$ cat config.mk
export PLATFORM = sky130hd
export DESIGN_NAME = mant_mult_seq_flat
export DESIGN_NICKNAME = d
export VERILOG_FILES = /design/src/rtl/mant_mult_seq_if.sv /design/src/rtl/mant_mult_seq.sv /design/src/flat_wrapper.sv
export SDC_FILE = /design/constraint.sdc
export NUM_CORES = 1
export LEC_CHECK = 0
export CORE_UTILIZATION = 57
export CTS_CLUSTER_DIAMETER = 100
export CTS_CLUSTER_SIZE = 28
export DETAILED_ROUTE_END_ITERATION = 8
export GPL_ROUTABILITY_DRIVEN = 0
export PLACE_DENSITY = 0.91
export RECOVER_POWER = 50
export SYNTH_ARGS = -nofsm -noshare
export SYNTH_HDL_FRONTEND = slang
export SYNTH_SLANG_ARGS = --single-unit
$ cat constraint.sdc
create_clock -name clk -period 3.7 [get_ports clk]
set_input_delay 0.74 -clock clk [delete_from_list [all_inputs] [get_ports clk]]
set_output_delay 0.74 -clock clk [all_outputs]
set_load 0.01 [all_outputs]
$ cat src/rtl/mant_mult_seq_if.sv
// Handshake and data bundle between the FP multiply control and the significand multiplier.
// The master issues start with its operands; the slave returns busy/done, the product and the norm shift.
interface mant_mult_seq_if #(
    parameter int MANT_W  = 24,
    parameter int SHIFT_W = 10
);
    logic                  start;
    logic [MANT_W-1:0]     mantA;
    logic [MANT_W-1:0]     mantB;
    logic                  busy;
    logic                  done;
    logic [2*MANT_W-1:0]   mantProduct;
    logic [SHIFT_W-1:0]    shift;

    modport master (
        output start, mantA, mantB,
        input  busy, done, mantProduct, shift
    );

    modport slave (
        input  start, mantA, mantB,
        output busy, done, mantProduct, shift
    );
endinterface

$ cat src/rtl/mant_mult_seq.sv
// Radix-2 shift-add significand multiplier: 24 add steps, then one normalise step.
// Takes 25 clocks from accept to the done pulse. A start seen while busy is dropped, not queued.
module mant_mult_seq #(
    parameter int MANT_W  = 24,
    parameter int SHIFT_W = 10
) (
    input  logic            clk,
    input  logic            rst,
    mant_mult_seq_if.slave  bus
);
    localparam int PROD_W = 2 * MANT_W;
    localparam int IDX_W  = $clog2(PROD_W);
    localparam int CNT_W  = $clog2(MANT_W + 1);

    localparam logic [1:0] S_IDLE = 2'd0;
    localparam logic [1:0] S_MULT = 2'd1;
    localparam logic [1:0] S_NORM = 2'd2;

    logic [1:0]          r_state;
    logic [PROD_W-1:0]   r_mcand;
    logic [MANT_W-1:0]   r_mplier;
    logic [PROD_W-1:0]   r_acc;
    logic [CNT_W-1:0]    r_cnt;
    logic                r_busy;
    logic                r_done;
    logic [PROD_W-1:0]   r_prod;
    logic [SHIFT_W-1:0]  r_shift;

    logic [IDX_W-1:0]    w_lead;
    logic                w_nz;
    logic [SHIFT_W-1:0]  w_shift;

    always_comb begin
        w_lead = '0;
        w_nz   = 1'b0;
        for (int i = 0; i < PROD_W; i++) begin
            if (r_acc[i]) begin
                w_lead = IDX_W'(i);
                w_nz   = 1'b1;
            end
        end
    end

    // A zero product gets the most-negative code so the bit-select stage falls back to a zero mantissa.
    assign w_shift = w_nz ? (SHIFT_W'(w_lead) - SHIFT_W'(PROD_W - 2))
                          : {1'b1, {(SHIFT_W-1){1'b0}}};

    always_ff @(posedge clk) begin
        if (rst) begin
            r_state  <= S_IDLE;
            r_mcand  <= '0;
            r_mplier <= '0;
            r_acc    <= '0;
            r_cnt    <= '0;
            r_busy   <= 1'b0;
            r_done   <= 1'b0;
            r_prod   <= '0;
            r_shift  <= '0;
        end else begin
            case (r_state)
                S_IDLE: begin
                    r_done <= 1'b0;
                    r_busy <= bus.start;
                    if (bus.start) begin
                        r_mcand  <= PROD_W'(bus.mantA);
                        r_mplier <= bus.mantB;
                        r_acc    <= '0;
                        r_cnt    <= '0;
                        r_state  <= S_MULT;
                    end
                end
                S_MULT: begin
                    if (r_mplier[0]) begin
                        r_acc <= r_acc + r_mcand;
                    end
                    r_mcand  <= r_mcand << 1;
                    r_mplier <= r_mplier >> 1;
                    r_cnt    <= r_cnt + CNT_W'(1);
                    if (r_cnt == CNT_W'(MANT_W - 1)) begin
                        r_state <= S_NORM;
                    end
                end
                S_NORM: begin
                    r_prod  <= r_acc;
                    r_shift <= w_shift;
                    r_done  <= 1'b1;
                    r_state <= S_IDLE;
                end
                default: r_state <= S_IDLE;
            endcase
        end
    end

    assign bus.busy        = r_busy;
    assign bus.done        = r_done;
    assign bus.mantProduct = r_prod;
    assign bus.shift       = r_shift;
endmodule
$ cat src/flat_wrapper.sv
// flat-port wrapper written by rule: the top's interface ports become plain ports
module mant_mult_seq_flat 
#(
    parameter int MANT_W  = 24,
    parameter int SHIFT_W = 10
)
  (clk, rst, bus_start, bus_mantA, bus_mantB, bus_busy, bus_done, bus_mantProduct, bus_shift);
  mant_mult_seq_if #(.MANT_W(MANT_W), .SHIFT_W(SHIFT_W)) bus_i ();
  input  logic clk;
  input  logic rst;
  input wire logic [$bits(bus_i.start)-1:0] bus_start;
  input wire logic [$bits(bus_i.mantA)-1:0] bus_mantA;
  input wire logic [$bits(bus_i.mantB)-1:0] bus_mantB;
  output wire logic [$bits(bus_i.busy)-1:0] bus_busy;
  output wire logic [$bits(bus_i.done)-1:0] bus_done;
  output wire logic [$bits(bus_i.mantProduct)-1:0] bus_mantProduct;
  output wire logic [$bits(bus_i.shift)-1:0] bus_shift;
  assign bus_i.start = bus_start;
  assign bus_i.mantA = bus_mantA;
  assign bus_i.mantB = bus_mantB;
  assign bus_busy = bus_i.busy;
  assign bus_done = bus_i.done;
  assign bus_mantProduct = bus_i.mantProduct;
  assign bus_shift = bus_i.shift;
  mant_mult_seq #(.MANT_W(MANT_W), .SHIFT_W(SHIFT_W)) u_core (.clk(clk), .rst(rst), .bus(bus_i));
endmodule
; ---- After elaboration in Yosys (flattened, before gate mapping)
; Index checks and enable logic that the tools add are counted.
[totals]
ff_bits = 187
in_bits = 51
latchBits = 0
mem_bits_rw = 0
n_memories = 0
output_inout_bits = 60
mem_bits_ro = 0
wordCells = 133
[classes]
add_sub_neg = 3
n_div = 0
muxes = 109
n_lt_le_gt_ge = 0
shifts = 0
mul = 0
n_eq_ne = 6
bitwise_logic = 0
reduce_logical = 6
[op_table]
columns = cell, n
row1 = $mux 6, 46
row2 = $pmux 48 s2, 2
row3 = $mux 48, 3
row4 = $mux 1, 49
row5 = $add 48x48->48, 1
row6 = $pmux 24 s2, 1
row7 = $mux 24, 1
row8 = $mux 10, 1
row9 = $pmux 5 s2, 1
row10 = $sub 6x6->7 const B, 1
row11 = $add 5x1->5 const B, 1
row12 = $eq 5x5->1 const B, 1
row13 = $mux 5, 1
row14 = $mux 2, 2
row15 = $ne 2x1->1 const B, 2
row16 = $pmux 2 s2, 1
row17 = $reduce_and 2->1, 2
row18 = $reduce_bool 2->1, 2
row19 = $reduce_and 3->1, 1
row20 = $eq 2x1->1 const B, 1
row21 = $eq 2x2->1 const B, 1
row22 = $logic_not 2->1, 1
row23 = $ne 2x2->1 const B, 1
row24 = $pmux 1 s2, 1

; ---- Longest topological paths before layout
[depth]
ltp_word = 49
depth_mapped = 13
mapped_depth_nobuf = 13

; ---- Least setup slack after synthesis
; OpenSTA, ideal clock, no wires.
[synth_timing]
kind = reg2reg
start = register u_core.r_acc[6]
end = register u_core.r_acc[46]
t_required_ns = 3.583
setup_ns = 0.117
n_path_buf = 0
synth_period_minus_slack_ns = 2.728
setup_slack_ns = 0.972
stages_incl_launch_ff = 11
arrival_time_ns = 2.610
cell_sequence = dfxtp_1 ha_1 and4_1 a21o_1 a2111oi_4 a2111oi_2 o211a_1 o21ai_2 a21oi_1 or3_1 a32o_1
[synth_via]
elab_chain_cells = 3
[synth_rtl]
columns = element, line
row1 = "start, declared", mant_mult_seq.sv:22  ; logic [PROD_W-1:0] r_acc;
row2 = "start signal, assigned", mant_mult_seq.sv:74  ; r_acc <= r_acc + r_mcand;
row3 = $add 48x48->48, mant_mult_seq.sv:74
row4 = $mux 48, mant_mult_seq.sv:73  ; if (r_mplier[0]) begin
row5 = $pmux 48 s2, mant_mult_seq.sv:60  ; case (r_state)
; No other way between the ends. The select of a mux whose other input is x is not followed.
; A chain may end at the register's enable or synchronous reset.

; ---- Worst setup path after layout
[layout_timing]
start = input bus_start
end = register u_core.r_mcand[19]
[layout_via]
elab_chain_cells = 2
[layout_rtl]
columns = element, line
row1 = "start, declared", flat_wrapper.sv:11  ; input wire logic [$bits(bus_i.start)-1:0] bus_start;
row2 = $ne 2x2->1 (no source line), n/a
row3 = $reduce_and 2->1 (no source line), n/a
row4 = "end signal, assigned", mant_mult_seq.sv:65  ; r_mcand <= PROD_W'(bus.mantA);
row5 = "end signal, assigned", mant_mult_seq.sv:76  ; r_mcand <= r_mcand << 1;
row6 = "end, declared", mant_mult_seq.sv:20  ; logic [PROD_W-1:0] r_mcand;
; No other way between the ends.

==> results_dict.tcl <==
set metrics [dict create \
    status "finished, violations left" \
    failed_checks "max-capacitance violations, max-slew violations" \
    met2_usage_pct 44.4 \
    powerDensity_nw_per_um2 371 \
    grt_usage_pct 28.9 \
    clockPowerShare_pct 40.9 \
    synth_top_family_by_area "compound AO/OA/AOI/OAI gates" \
    grt_pass1_vias 8723 \
    io_pins 111 \
    post_cts_buffers 0 \
    finalSetupViolations 0 \
    finalSetupTns_ns 0 \
    crit_start "bus_start" \
    drt_wl_total_um 24700 \
    cts_buffers 17 \
    crit_end "u_core.r_mcand[19]$_SDFFE_PP0P_" \
    ant_nets 0 \
    die_area_um2 17500 \
    synth.most_common_cell "nand2_1" \
    drtPass1Iterations 5 \
    ys_warn_count 0 \
    drv_cap 2 \
    worstSetupStartpointType "input pin" \
    synth_fa_ha_area_share_pct 6.53 \
    synth-xor-area-share_pct 3.07 \
    drt-initial-drc-count 978 \
    io_buffers 110 \
    total_power_mw 4.24 \
    num_vias 9484 \
    ys_seq_area_share_pct 38.2 \
    synthCells 1247 \
    syn_area_per_cell_um2 7.78 \
    worstPathMaxFanout 54 \
    grt_max_degree 96 \
    p_seq_share_pct 49.4 \
    r2r-end "u_core.r_acc[32]$_SDFFE_PP0P_" \
    grt_overflow 0 \
    met1_usage_pct 39.9 \
    fmax_ghz 0.316 \
    drc 0 \
    syn_area_um2 9700 \
    synth_fp_nets 1348 \
    layout.nets 1415 \
    switching_share_pct 25.6 \
    dp_hpwl_um 17800 \
    ctsLongestPathBuffers 2 \
    p_int_mw 3.16 \
    viasPerCell 6.13 \
    async_flop_share_pct 0 \
    rr_startpoint "u_core.r_acc[9]$_SDFFE_PP0P_" \
    ys_ff_latch 185 \
    synth_commonest_cells "nand2_1, dfxtp_1, a21oi_1" \
    rsz0062_at_grt "false" \
    maxSlewViolCount 106 \
    clock_sinks 185 \
    r2r_slack_ns 0.55 \
    register_area_um2 3700 \
    clk_pin_slew_ns 0.07 \
    drive_above_1_share_pct 4.14 \
    multi_input_area_um2 5650 \
    cts_resized 0 \
    wire_per_inst_um 16.0 \
    combPwrFrac_pct 9.7 \
    synthMuxAreaShare_pct 0.464 \
    hp-class "register to register" \
    synth.area.top_cells "dfxtp_1, a21oi_1, nand2_1" \
    antenna_found_initial 0 \
    initial_core_util_pct 58.5 \
    h-tree-depth 4 \
    crit_required_ns 4.04 \
    die_w_um 132 \
    top_usage_layer "met2" \
    coreArea_um2 16600 \
    vdd_drop_max_uv 333 \
    post-route-min-period_ns 3.16 \
    synth_top_area_cell "dfxtp_1" \
    relSlewSlack_pct -50.8 \
    grt_pass1_wl_um 41600 \
    endpoint_kind "register" \
    skew_ns 0.0124 \
    num-fill-cells 1301 \
    hold_viol 0 \
    fp.dieH_um 132 \
    clock_latency_ns 0.44 \
    clock-root-buffer "clkbuf_16" \
    r2r.worst_path.cells 10 \
    gr-usage-met3_pct 6.21 \
    cellLeakagePower_nw 4.59 \
    synth_edf_count 0 \
    cts_hold_buf 0 \
    synth-simple-area-share_pct 23.8 \
    yosys.area.top_type_share_pct 38.2 \
    rows 47 \
    cts_tree "built" \
    synth_top_flop_cell "dfxtp_1" \
    period_share_pct 85.5 \
    max_slew.worst_pin.slew_ns 2.26 \
    worst-setup-path-type "input pin to register" \
    antenna_cells 0 \
    synth_cell_type_count 71 \
    worstPathArrival_ns 3.50 \
    area_growth_pct 18.0 \
    switchingPower_mw 1.09 \
    synth-compound-area-share_pct 24.3 \
]
## registers in the layout, summed over array words and instances (netlist names)
signal                  count
u_core.r_acc               48
u_core.bus.done             1
u_core.bus.shift            8
u_core.r_cnt                5
u_core.bus.mantProduct     48
u_core.r_state              2
u_core.bus.busy             1
u_core.r_mplier            24
u_core.r_mcand             48
## worst min path at each step
stage          depth (start not counted)                                    start  slack (ns)                                       to
6_report                               2  u_core.bus.mantProduct[35]$_SDFFE_PP0P_        0.45  u_core.bus.mantProduct[35]$_SDFFE_PP0P_
5_1_grt                                2         u_core.r_mplier[13]$_SDFFE_PP0P_        0.48         u_core.r_mplier[13]$_SDFFE_PP0P_
4_1_cts                                2   u_core.bus.mantProduct[6]$_SDFFE_PP0P_        0.46   u_core.bus.mantProduct[6]$_SDFFE_PP0P_
3_5_place_dp                           2   u_core.bus.mantProduct[6]$_SDFFE_PP0P_        0.45   u_core.bus.mantProduct[6]$_SDFFE_PP0P_
3_3_place_gp                           2             u_core.bus.done$_SDFFE_PP0P_        0.44             u_core.bus.done$_SDFFE_PP0P_
2_1_floorplan                          2          u_core.r_mplier[0]$_SDFFE_PP0P_        0.43          u_core.r_mplier[0]$_SDFFE_PP0P_
## cell type report
class / count / area share [%]
Multi-Input combinational cell: 970 / 49.4
Sequential cell: 185 / 32.4
Timing Repair Buffer: 121 / 10.3
Clock buffer: 19 / 3.87
Tap cell: 220 / 2.41
Clock inverter: 13 / 1.03
Inverter: 19 / 0.623
## power by group through the flow
stage / Combinational [mW] / Clock [mW] / Sequential (mW)
after global placement: 0.399 / 0 / 2.14
after CTS: 0.411 / 1.76 / 2.09
after detailed placement: 0.409 / 0 / 2.14
after floorplan: 0.281 / 0 / 2.12
after global routing: 0.458 / 1.84 / 2.10
final: 0.413 / 1.74 / 2.10
## metal layers
| layer | up-vias | routed length, µm |
|---|---|---|
| met5 | - | 0 |
| met4 | 0 | 561 |
| met3 | 49 | 2330 |
| met2 | 433 | 10900 |
| met1 | 4393 | 10900 |
| li1 | 4609 | - |
## critical path: stages
cell           delay (ns)
dlygate4sd3_1        0.57
nand2_1              0.09
clkbuf_1             1.62
nor2_1               0.12
nor4_1               0.36
## per-stage QoR
stage	worst slack [ns]	cell area (µm²)	util, %	cells	hold slack (ns)
4_1_cts	0.610	11500	69.2	1547	0.455
6_report	0.536	11400	69.0	1547	0.454
3_3_place_gp	0.729	10900	65.8	1515	0.441
5_1_grt	0.243	11400	69.0	1547	0.476
2_1_floorplan	0.972	9700	-	1247	0.432
3_5_place_dp	0.680	10900	65.8	1515	0.446
## kinds of logic (layout without fill, tap and decap cells)
| group | Yosys count | in the layout |
|---|---|---|
| xor gates and xnor gates | 34 | 34 |
| DFF | 185 | 185 |
| buffers and inverters | 92 | 172 |
| and+or+nand+nor | 515 | 515 |
| muxes | 4 | 4 |
| AOI/OAI and AO/OA | 367 | 367 |
| adders and majority gates | 50 | 50 |
## placed cells by master, fill, tap and decap left out, types with 8 or more instances in the layout
master | synthesis | routed
a211oi_1 | 15 | 15
a21o_1 | 31 | 31
a21oi_1 | 155 | 155
a22oi_1 | 45 | 45
clkbuf_16 | 0 | 17
clkdlybuf4s50_1 | 0 | 108
dfxtp_1 | 185 | 185
ha_1 | 49 | 49
inv_1 | 19 | 19
nand2_1 | 198 | 198
nand2b_1 | 11 | 9
nand3_1 | 44 | 44
nand4_1 | 8 | 8
nor2_1 | 152 | 152
nor2b_1 | 14 | 13
nor3_1 | 16 | 15
nor4_1 | 34 | 34
o21ai_0 | 33 | 33
o21ai_1 | 12 | 12
or3_1 | 10 | 10
xnor2_1 | 15 | 15
xor2_1 | 19 | 19
(Power assumes the default switching activity.)
